[src/rtl/mem_arb_pkg.sv]
// Shared types for the two-requester memory port arbiter.
// Contents:
//   arb_state_t  - arbiter FSM state (idle / transaction in flight)
//   arb_owner_t  - requester index, ARB_M0 = CPU data port, ARB_M1 = loader/DMA
//   otherOwner() - the requester that is not the given one
package mem_arb_pkg;

  typedef enum logic {ARB_IDLE, ARB_BUSY} arb_state_t;

  typedef logic arb_owner_t;

  localparam arb_owner_t ARB_M0 = 1'b0;
  localparam arb_owner_t ARB_M1 = 1'b1;

  function automatic arb_owner_t otherOwner(input arb_owner_t owner);
    return ~owner;
  endfunction

endpackage

[src/rtl/mem_arb_rr.sv]
// Combinational 2-way round-robin picker.
// Ports:
//   i_req       [1:0] request vector, bit N = requester N
//   i_last            requester that completed most recently
//   o_gnt_valid       at least one request is pending
//   o_gnt_idx         chosen requester (only meaningful when o_gnt_valid)
module mem_arb_rr
  import mem_arb_pkg::*;
(
  input  logic [1:0] i_req,
  input  arb_owner_t i_last,
  output logic       o_gnt_valid,
  output arb_owner_t o_gnt_idx
);

  // A lone request always wins; on a tie the requester that was not served
  // last goes first, which bounds the wait of either side to one transaction.
  always_comb begin
    o_gnt_valid = |i_req;
    o_gnt_idx   = ARB_M0;
    case (i_req)
      2'b01:   o_gnt_idx = ARB_M0;
      2'b10:   o_gnt_idx = ARB_M1;
      2'b11:   o_gnt_idx = otherOwner(i_last);
      default: o_gnt_idx = ARB_M0;
    endcase
  end

endmodule

[src/rtl/mem_port_arbiter.sv]
// Shares a single memory port between the CPU data port (m0) and the
// instruction loader / DMA (m1). Round-robin grant, one transaction in
// flight, all downstream signals registered.
// Optional feature: define MEM_ARB_TIMEOUT_EN to abort a transaction whose
// memory never answers within TIMEOUT_CYC busy cycles (ready + err pulse,
// read data forced to all ones). Without it the arbiter waits forever and
// o_err is tied low.
// Ports:
//   i_clk, i_rst                 clock, synchronous active-high reset
//   i_mN_req/we/addr/wdata       requester N transaction, held until ready
//   o_mN_rdata, o_mN_ready       requester N read data and completion pulse
//   o_mem_req/we/addr/wdata      downstream request, held until i_mem_ready
//   i_mem_rdata, i_mem_ready     downstream read data and completion pulse
//   o_busy                       transaction in flight
//   o_owner                      current / most recently granted requester
//   o_err                        timeout pulse, coincident with owner's ready
module mem_port_arbiter
  import mem_arb_pkg::*;
#(
  parameter int ADDR_W      = 8,
  parameter int DATA_W      = 8,
  parameter int TIMEOUT_CYC = 64
) (
  input  logic              i_clk,
  input  logic              i_rst,
  input  logic              i_m0_req,
  input  logic              i_m0_we,
  input  logic [ADDR_W-1:0] i_m0_addr,
  input  logic [DATA_W-1:0] i_m0_wdata,
  output logic [DATA_W-1:0] o_m0_rdata,
  output logic              o_m0_ready,
  input  logic              i_m1_req,
  input  logic              i_m1_we,
  input  logic [ADDR_W-1:0] i_m1_addr,
  input  logic [DATA_W-1:0] i_m1_wdata,
  output logic [DATA_W-1:0] o_m1_rdata,
  output logic              o_m1_ready,
  output logic              o_mem_req,
  output logic              o_mem_we,
  output logic [ADDR_W-1:0] o_mem_addr,
  output logic [DATA_W-1:0] o_mem_wdata,
  input  logic [DATA_W-1:0] i_mem_rdata,
  input  logic              i_mem_ready,
  output logic              o_busy,
  output arb_owner_t        o_owner,
  output logic              o_err
);

  arb_state_t  r_state;
  arb_state_t  w_nextState;
  arb_owner_t  r_last;
  arb_owner_t  r_owner;
  logic        r_memReq;
  logic        r_memWe;
  logic [ADDR_W-1:0] r_memAddr;
  logic [DATA_W-1:0] r_memWdata;
  logic        r_m0Ready;
  logic        r_m1Ready;
  logic [DATA_W-1:0] r_m0Rdata;
  logic [DATA_W-1:0] r_m1Rdata;
  logic        r_busy;
  logic        r_err;

  logic        w_gntValid;
  arb_owner_t  w_gntIdx;
  logic        w_grant;
  logic        w_finish;
  logic        w_timeout;
  logic [DATA_W-1:0] w_finRdata;

  // An illegal timeout would make the counter compare meaningless.
  if (TIMEOUT_CYC < 2) begin : g_badTimeout
    $error("mem_port_arbiter: TIMEOUT_CYC must be >= 2");
  end

  mem_arb_rr u_rr (
    .i_req       ({i_m1_req, i_m0_req}),
    .i_last      (r_last),
    .o_gnt_valid (w_gntValid),
    .o_gnt_idx   (w_gntIdx)
  );

`ifdef MEM_ARB_TIMEOUT_EN
  localparam int CNT_W = $clog2(TIMEOUT_CYC);

  logic [CNT_W-1:0] r_busyCnt;

  // Counts completed busy cycles; value k means k cycles have passed without
  // mem_ready, so the last allowed cycle is TIMEOUT_CYC-1. It never needs to
  // saturate because reaching that value always leaves BUSY.
  always_ff @(posedge i_clk) begin
    if (i_rst) begin
      r_busyCnt <= '0;
    end else if (w_grant) begin
      r_busyCnt <= '0;
    end else if (r_state == ARB_BUSY) begin
      r_busyCnt <= r_busyCnt + 1'b1;
    end
  end

  // A real completion in the expiry cycle takes precedence over the timeout.
  assign w_timeout = (r_state == ARB_BUSY) && !i_mem_ready &&
                     (r_busyCnt == CNT_W'(TIMEOUT_CYC - 1));
`else
  assign w_timeout = 1'b0;
`endif

  assign w_finRdata = w_timeout ? {DATA_W{1'b1}} : i_mem_rdata;

  always_ff @(posedge i_clk) begin
    if (i_rst) r_state <= ARB_IDLE;
    else       r_state <= w_nextState;
  end

  // IDLE grants whenever anyone asks; mem_ready seen in IDLE is ignored
  // because w_finish is only raised from BUSY.
  always_comb begin
    w_nextState = r_state;
    w_grant     = 1'b0;
    w_finish    = 1'b0;
    case (r_state)
      ARB_IDLE: begin
        if (w_gntValid) begin
          w_grant     = 1'b1;
          w_nextState = ARB_BUSY;
        end
      end
      ARB_BUSY: begin
        if (i_mem_ready || w_timeout) begin
          w_finish    = 1'b1;
          w_nextState = ARB_IDLE;
        end
      end
      default: w_nextState = ARB_IDLE;
    endcase
  end

  // Downstream fields are captured once at grant and then left alone, so the
  // memory sees a stable request even if the requester changes its inputs.
  // Ready/err default low every cycle, making them single-cycle pulses.
  always_ff @(posedge i_clk) begin
    if (i_rst) begin
      r_last     <= ARB_M1;
      r_owner    <= ARB_M1;
      r_memReq   <= 1'b0;
      r_memWe    <= 1'b0;
      r_memAddr  <= '0;
      r_memWdata <= '0;
      r_m0Ready  <= 1'b0;
      r_m1Ready  <= 1'b0;
      r_m0Rdata  <= '0;
      r_m1Rdata  <= '0;
      r_busy     <= 1'b0;
      r_err      <= 1'b0;
    end else begin
      r_m0Ready <= 1'b0;
      r_m1Ready <= 1'b0;
      r_err     <= 1'b0;
      if (w_grant) begin
        r_memReq <= 1'b1;
        r_busy   <= 1'b1;
        r_owner  <= w_gntIdx;
        if (w_gntIdx == ARB_M1) begin
          r_memWe    <= i_m1_we;
          r_memAddr  <= i_m1_addr;
          r_memWdata <= i_m1_wdata;
        end else begin
          r_memWe    <= i_m0_we;
          r_memAddr  <= i_m0_addr;
          r_memWdata <= i_m0_wdata;
        end
      end
      if (w_finish) begin
        r_memReq <= 1'b0;
        r_busy   <= 1'b0;
        r_last   <= r_owner;
        r_err    <= w_timeout;
        if (r_owner == ARB_M1) begin
          r_m1Ready <= 1'b1;
          r_m1Rdata <= w_finRdata;
        end else begin
          r_m0Ready <= 1'b1;
          r_m0Rdata <= w_finRdata;
        end
      end
    end
  end

  assign o_mem_req   = r_memReq;
  assign o_mem_we    = r_memWe;
  assign o_mem_addr  = r_memAddr;
  assign o_mem_wdata = r_memWdata;
  assign o_m0_ready  = r_m0Ready;
  assign o_m1_ready  = r_m1Ready;
  assign o_m0_rdata  = r_m0Rdata;
  assign o_m1_rdata  = r_m1Rdata;
  assign o_busy      = r_busy;
  assign o_owner     = r_owner;
  assign o_err       = r_err;

endmodule
[config.mk]
export PLATFORM = sky130hd
export DESIGN_NAME = mem_port_arbiter
export DESIGN_NICKNAME = d
export VERILOG_FILES = /design/src/rtl/mem_arb_pkg.sv /design/src/rtl/mem_arb_rr.sv /design/src/rtl/mem_port_arbiter.sv
export SDC_FILE = /design/constraint.sdc
export NUM_CORES = 1
export LEC_CHECK = 0
export BUFFER_PORTS_ARGS = -buffer_cell sky130_fd_sc_hd__buf_2
export CAP_MARGIN = 0
export CORE_MARGIN = 3
export CORE_UTILIZATION = 28
export CTS_BUF_LIST = sky130_fd_sc_hd__clkbuf_2
export CTS_CLUSTER_SIZE = 10
export DETAILED_ROUTE_END_ITERATION = 16
export PLACE_DENSITY_LB_ADDON = 0.08
export SYNTH_ARGS = -nofsm -noshare
export SYNTH_HDL_FRONTEND = slang
export SYNTH_SLANG_ARGS = --single-unit
[constraint.sdc]
create_clock -name i_clk -period 1.4 [get_ports i_clk]
set_clock_uncertainty 0.2 [all_clocks]
set_input_delay 0.14 -clock i_clk [delete_from_list [all_inputs] [get_ports i_clk]]
set_output_delay 0.14 -clock i_clk [all_outputs]
set_load 0.02 [all_outputs]
Yosys cells after proc, flatten, opt, wreduce, memory -nomap -nowiden
Index checks and enable logic that the tools add are counted.
{"block": "classes", "n_bitwise": 4, "n_reduce_logical": 5, "eq_ne": 2, "muxes": 12}
{"cell": "8-bit two-way mux", "count": 2}
{"cell": "1-bit two-way mux", "count": 8}
{"cell": "2-bit OR reduction", "count": 3}
{"cell": "2-bit == test, second input constant", "count": 2}
{"cell": "1-bit inverter", "count": 4}
{"cell": "1-bit one-hot mux with 2 select lines", "count": 2}
{"cell": "2-bit AND reduction", "count": 2}
{"block": "word_totals", "register_bits": 39}

Logic depth before layout (Yosys ltp)
{"block": "logic_depth", "depth_word": 4, "depth_mapped": 6}

Hierarchy
A second synthesis with hierarchy kept.
{"block": "unflattened", "cells_unflattened": 172, "area_unflattened_um2": 1642.8}
{"mod": "mem_port_arbiter", "area_per_inst_um2": 1629.1, "instances": 1, "cells_per_inst": 170}
{"mod": "mem_arb_rr", "area_per_inst_um2": 13.8, "instances": 1, "cells_per_inst": 2}

Worst setup path after synthesis
No wires, ideal clock.
{"block": "synth_timing", "path_kind": "register to register", "startpoint": "reg r_owner (netlist: o_owner)", "endpoint": "reg r_m0Rdata[0] (netlist: o_m0_rdata[0])", "t_arrival_ns": 1.052, "stages_incl_launch_ff": 5, "path_buffers": 1, "slack_ns": 0.031, "path_cell_list": "dfxtp_1 -> nand3b_1 -> buf_2 -> mux2i_1 -> nor2_1"}
{"block": "synth_via", "elab_chain_len": 2}
{"item": "start, declared", "line_no": "mem_port_arbiter.sv:52", "rtl": "arb_owner_t r_owner;"}
{"item": "start signal, assigned", "line_no": "mem_port_arbiter.sv:162", "rtl": "r_owner <= w_gntIdx;"}
{"item": "1-bit inverter (no line)"}
{"item": "2-bit AND reduction (no line)"}
{"item": "end signal, assigned", "line_no": "mem_port_arbiter.sv:183", "rtl": "r_m0Rdata <= w_finRdata;"}
{"item": "end, declared", "line_no": "mem_port_arbiter.sv:59", "rtl": "logic [DATA_W-1:0] r_m0Rdata;"}
Every way passes these cells.
A chain may end at the register's enable or synchronous reset.

Worst setup path after layout
{"block": "layout_timing", "startpoint": "in i_m1_req", "endpoint": "reg r_memWdata[3] (netlist: o_mem_wdata[3])"}
{"block": "layout_via", "elab_chain_len": 3, "elab_cells_between_ends": 7, "cone_classes": "eq/ne: 2; mux: 4; reduce/logical: 1"}
{"item": "start, declared", "line_no": "mem_port_arbiter.sv:32", "rtl": "input logic i_m1_req,"}
{"item": "2-bit == test / 2-bit OR reduction (equally long branches)", "line_no": "mem_arb_rr.sv:21, mem_arb_rr.sv:19"}
{"item": "1-bit one-hot mux with 2 select lines / 1-bit two-way mux (equally long branches)", "line_no": "mem_arb_rr.sv:21, mem_port_arbiter.sv:123"}
{"item": "8-bit two-way mux / 1-bit two-way mux (equally long branches)", "line_no": "mem_port_arbiter.sv:163, mem_port_arbiter.sv:121"}
{"item": "end signal, assigned", "line_no": "mem_port_arbiter.sv:166", "rtl": "r_memWdata <= i_m1_wdata;"}
{"item": "end signal, assigned", "line_no": "mem_port_arbiter.sv:170", "rtl": "r_memWdata <= i_m0_wdata;"}
{"item": "end, declared", "line_no": "mem_port_arbiter.sv:56", "rtl": "logic [DATA_W-1:0] r_memWdata;"}
Several ways; a longest one is shown, not always the timed one.

==> run summary <==
Initial drt markers: 27
WHS Endpoint: o_m1_rdata[2]
Clock-pin slew on the worst setup and hold paths: 0.18 ns
Post-DP HPWL: 3000 um
H-tree level count: 2
CP Max Fanout: 20
Residual DRC: 0
Top cells by area, synth: dfxtp_1 50%, nand2_1 13%, a31oi_1 6.8%
I/O pin cnt: 86
Maximum vdd drop: 0.000495 V
Syn nets: 227
Post-synth EDFFs: 0
Syn avg cell area: 8.67 um^2
Nets@finish: 357
DR vias: 1,681
Post-synth top flop: dfxtp_1
Pin count of the biggest net entering global routing: 21
Kind of critical path: input pin to flop
DIE AREA: 0.00651 mm^2
Fin. max-slew vios: 0
WP data arrival: 1.41 ns
Hold Fails Final Rpt: 0
Row cnt: 26
Hold Path Depth: 2
Slowest CP cell: dlygate4sd3_1
Critical-path cell list: dlygate4sd3_1 > buf_2 > o21ba_4 > buf_12 > o21ai_0 > a31oi_1
Initial Util: 0.298
Post-layout power: 2.30 mW
RSZ-0062 raised after global routing: yes
CP Capture Type: flop
Synth Instances: 180
Fin crit share: 0.945
Antenna-violating nets left: 0
Power Density: 893 mW/mm^2
Congestion Overflow GR: 0
Number of synthesis warnings: 0
Mapped Area: 0.00156 mm^2
Hold Path Class: flop to flop
WP data required: 1.49 ns
Most frequent cell after synthesis: nand2_1
Vias per cell: 4.41
FILL cells: 526
Antenna violations before repair: 0
Reg2reg end: o_mem_addr[0]
Dpl cells: 327
Die width: 80.7 um
Setup violators final: 0
Top cells by count, synth: 52 x nand2_1, 39 x dfxtp_1, 17 x a31oi_1
Synth top area share: 0.500
Core area: 0.00524 mm^2
Vias in the first global route: 1,735
Yosys reg bits: 39
Layout cells sized above 1: 0.328
Startpoint types: input pin
Worst reg-to-reg setup slack: 0.12 ns
Synth area leader: dfxtp_1
Clock root buffer: clkbuf_2
Status: completed
CTS tree: done
Multi-input logic area: 652 um^2
GR Util All Layers: 0.146
Seq/Total Area, Yosys: 0.500
Fin crit period: 1.32 ns
Clock Path Buffers: 2
F_max: 756 MHz
Register area: 781 um^2
PortBufs: 84
Finished Layout Cells: 381
Routed length per instance: 12.1 um
Leakage power: 1.27 nW
Netlist cell types: 25
Clk Latency, worst-skew pair: 0.37 ns
Routed wire length: 4590 um
Height of the chip: 80.7 um
GPL Wtd Cong: 0.722
First-pass GRT wire length: 7470 um
Worst r2r path cells: 4
Max Cap Viol: 0
# diodes: 0
Share of flip-flops with an asynchronous set or reset: 0
Clk sinks: 39
Peak per-stage delay on the critical path: 0.53 ns
Synthesis-to-finish area growth: 64.7%
Number of CTS-inserted buffers: 5
R2R Path Start: r_state
Hold path start: o_m1_rdata[2]
Pre-antenna DRT Iters: 4
metal layers:
metal | vias up | global-route usage | wire length (um)
met5 | - | 0 | 0
met4 | 0 | 0.0574 | 92
met3 | 9 | 0.0404 | 338
met2 | 60 | 0.259 | 2190
met1 | 743 | 0.164 | 1970
li1 | 869 | - | -
state kept, by name (all words and copies together) (netlist names):
name,cells
o_busy,1
o_mem_wdata,8
o_mem_we,1
r_last,1
o_m1_rdata,8
o_m0_ready,1
o_owner,1
r_state,1
o_m1_ready,1
o_mem_addr,8
o_m0_rdata,8
layout by cell type (no fill, tap or decap):
master and count:
nand2_1 52, o21ai_1 10, buf_6 1, o21ba_4 1
o221ai_1 1, o21ai_2 1, mux2i_1 8, clkbuf_2 6
buf_12 5, nor2_1 10, nand3_1 1, a21bo_1 1
o31a_1 1, o21a_1 1, dfxtp_1 39, buf_2 84
and3_2 1, clkinv_1 2, dlygate4sd3_1 46, inv_1 2
a21oi_1 10, a21boi_4 1, nand3b_1 1, a31oi_1 17
buf_4 2, o21ai_0 6, conb_1 1
how the worst max path moves through the flow:
stage               startpoint             end  slack (ns)
floorplan              o_owner   o_m0_rdata[0]        0.03
global placement       r_state   o_m1_rdata[1]        0.12
detailed placement     r_state   o_m1_rdata[1]        0.11
CTS                    o_owner         o_owner        0.05
global route           r_state   o_m1_rdata[6]       -0.01
finish                i_m1_req  o_mem_wdata[3]        0.08
what timing repair did:
item | CTS | global route
hold endpoints to repair | 39 | 0
setup buffers | 0 | 0
endpoints found under the setup margin | 0 | 3
resized for setup | 0 | 2
hold buffers | 46 | 0
power breakdown:
part	leakage [nW]	switching, mW	internal (mW)
combinational	0.922	0.305	0.297
clock	0.0281	0.345	0.120
sequential	0.321	0.0421	1.19
total	1.27	0.692	1.60
cells by family (layout without fill, tap and decap cells):
| group | after synthesis | count (layout) | synth area share |
|---|---|---|---|
| AOI/OAI and AO/OA | 50 | 50 | 0.202 |
| and+or+nand+nor | 65 | 65 | 0.161 |
| buffers and inverters | 17 | 148 | 0.0833 |
| DFF | 39 | 39 | 0.500 |
| other | 1 | 1 | 0.00240 |
| muxes | 8 | 8 | 0.0513 |
area by class of cell:
cell class	count	share of cell area
sequential	39	0.304
clock inverter	2	0.00292
timing repair buffer	138	0.392
multi-input combinational	124	0.253
tap	70	0.0340
clock buffer	6	0.0117
inverter	2	0.00292
per-stage QoR:
| step | hold WS, ns | worst slack [ns] | TNS [ns] | util | cell area (um^2) |
|---|---|---|---|---|---|
| CTS | 0.268 | 0.0539 | 0 | 0.490 | 2570 |
| floorplan | 0.0721 | 0.0306 | 0 | - | 1560 |
| finish | 0.266 | 0.0769 | 0 | 0.491 | 2570 |
| global route | 0.288 | -0.0113 | -0.0203 | 0.491 | 2570 |
| detailed placement | 0.197 | 0.110 | 0 | 0.395 | 2070 |
| global placement | 0.197 | 0.120 | 0 | 0.395 | 2070 |
critical path: cells and delay by family:
family          cells  cell delay, ns
buf+inv             3            0.83
compound gates      3            0.43
(Power assumes the default switching activity.)
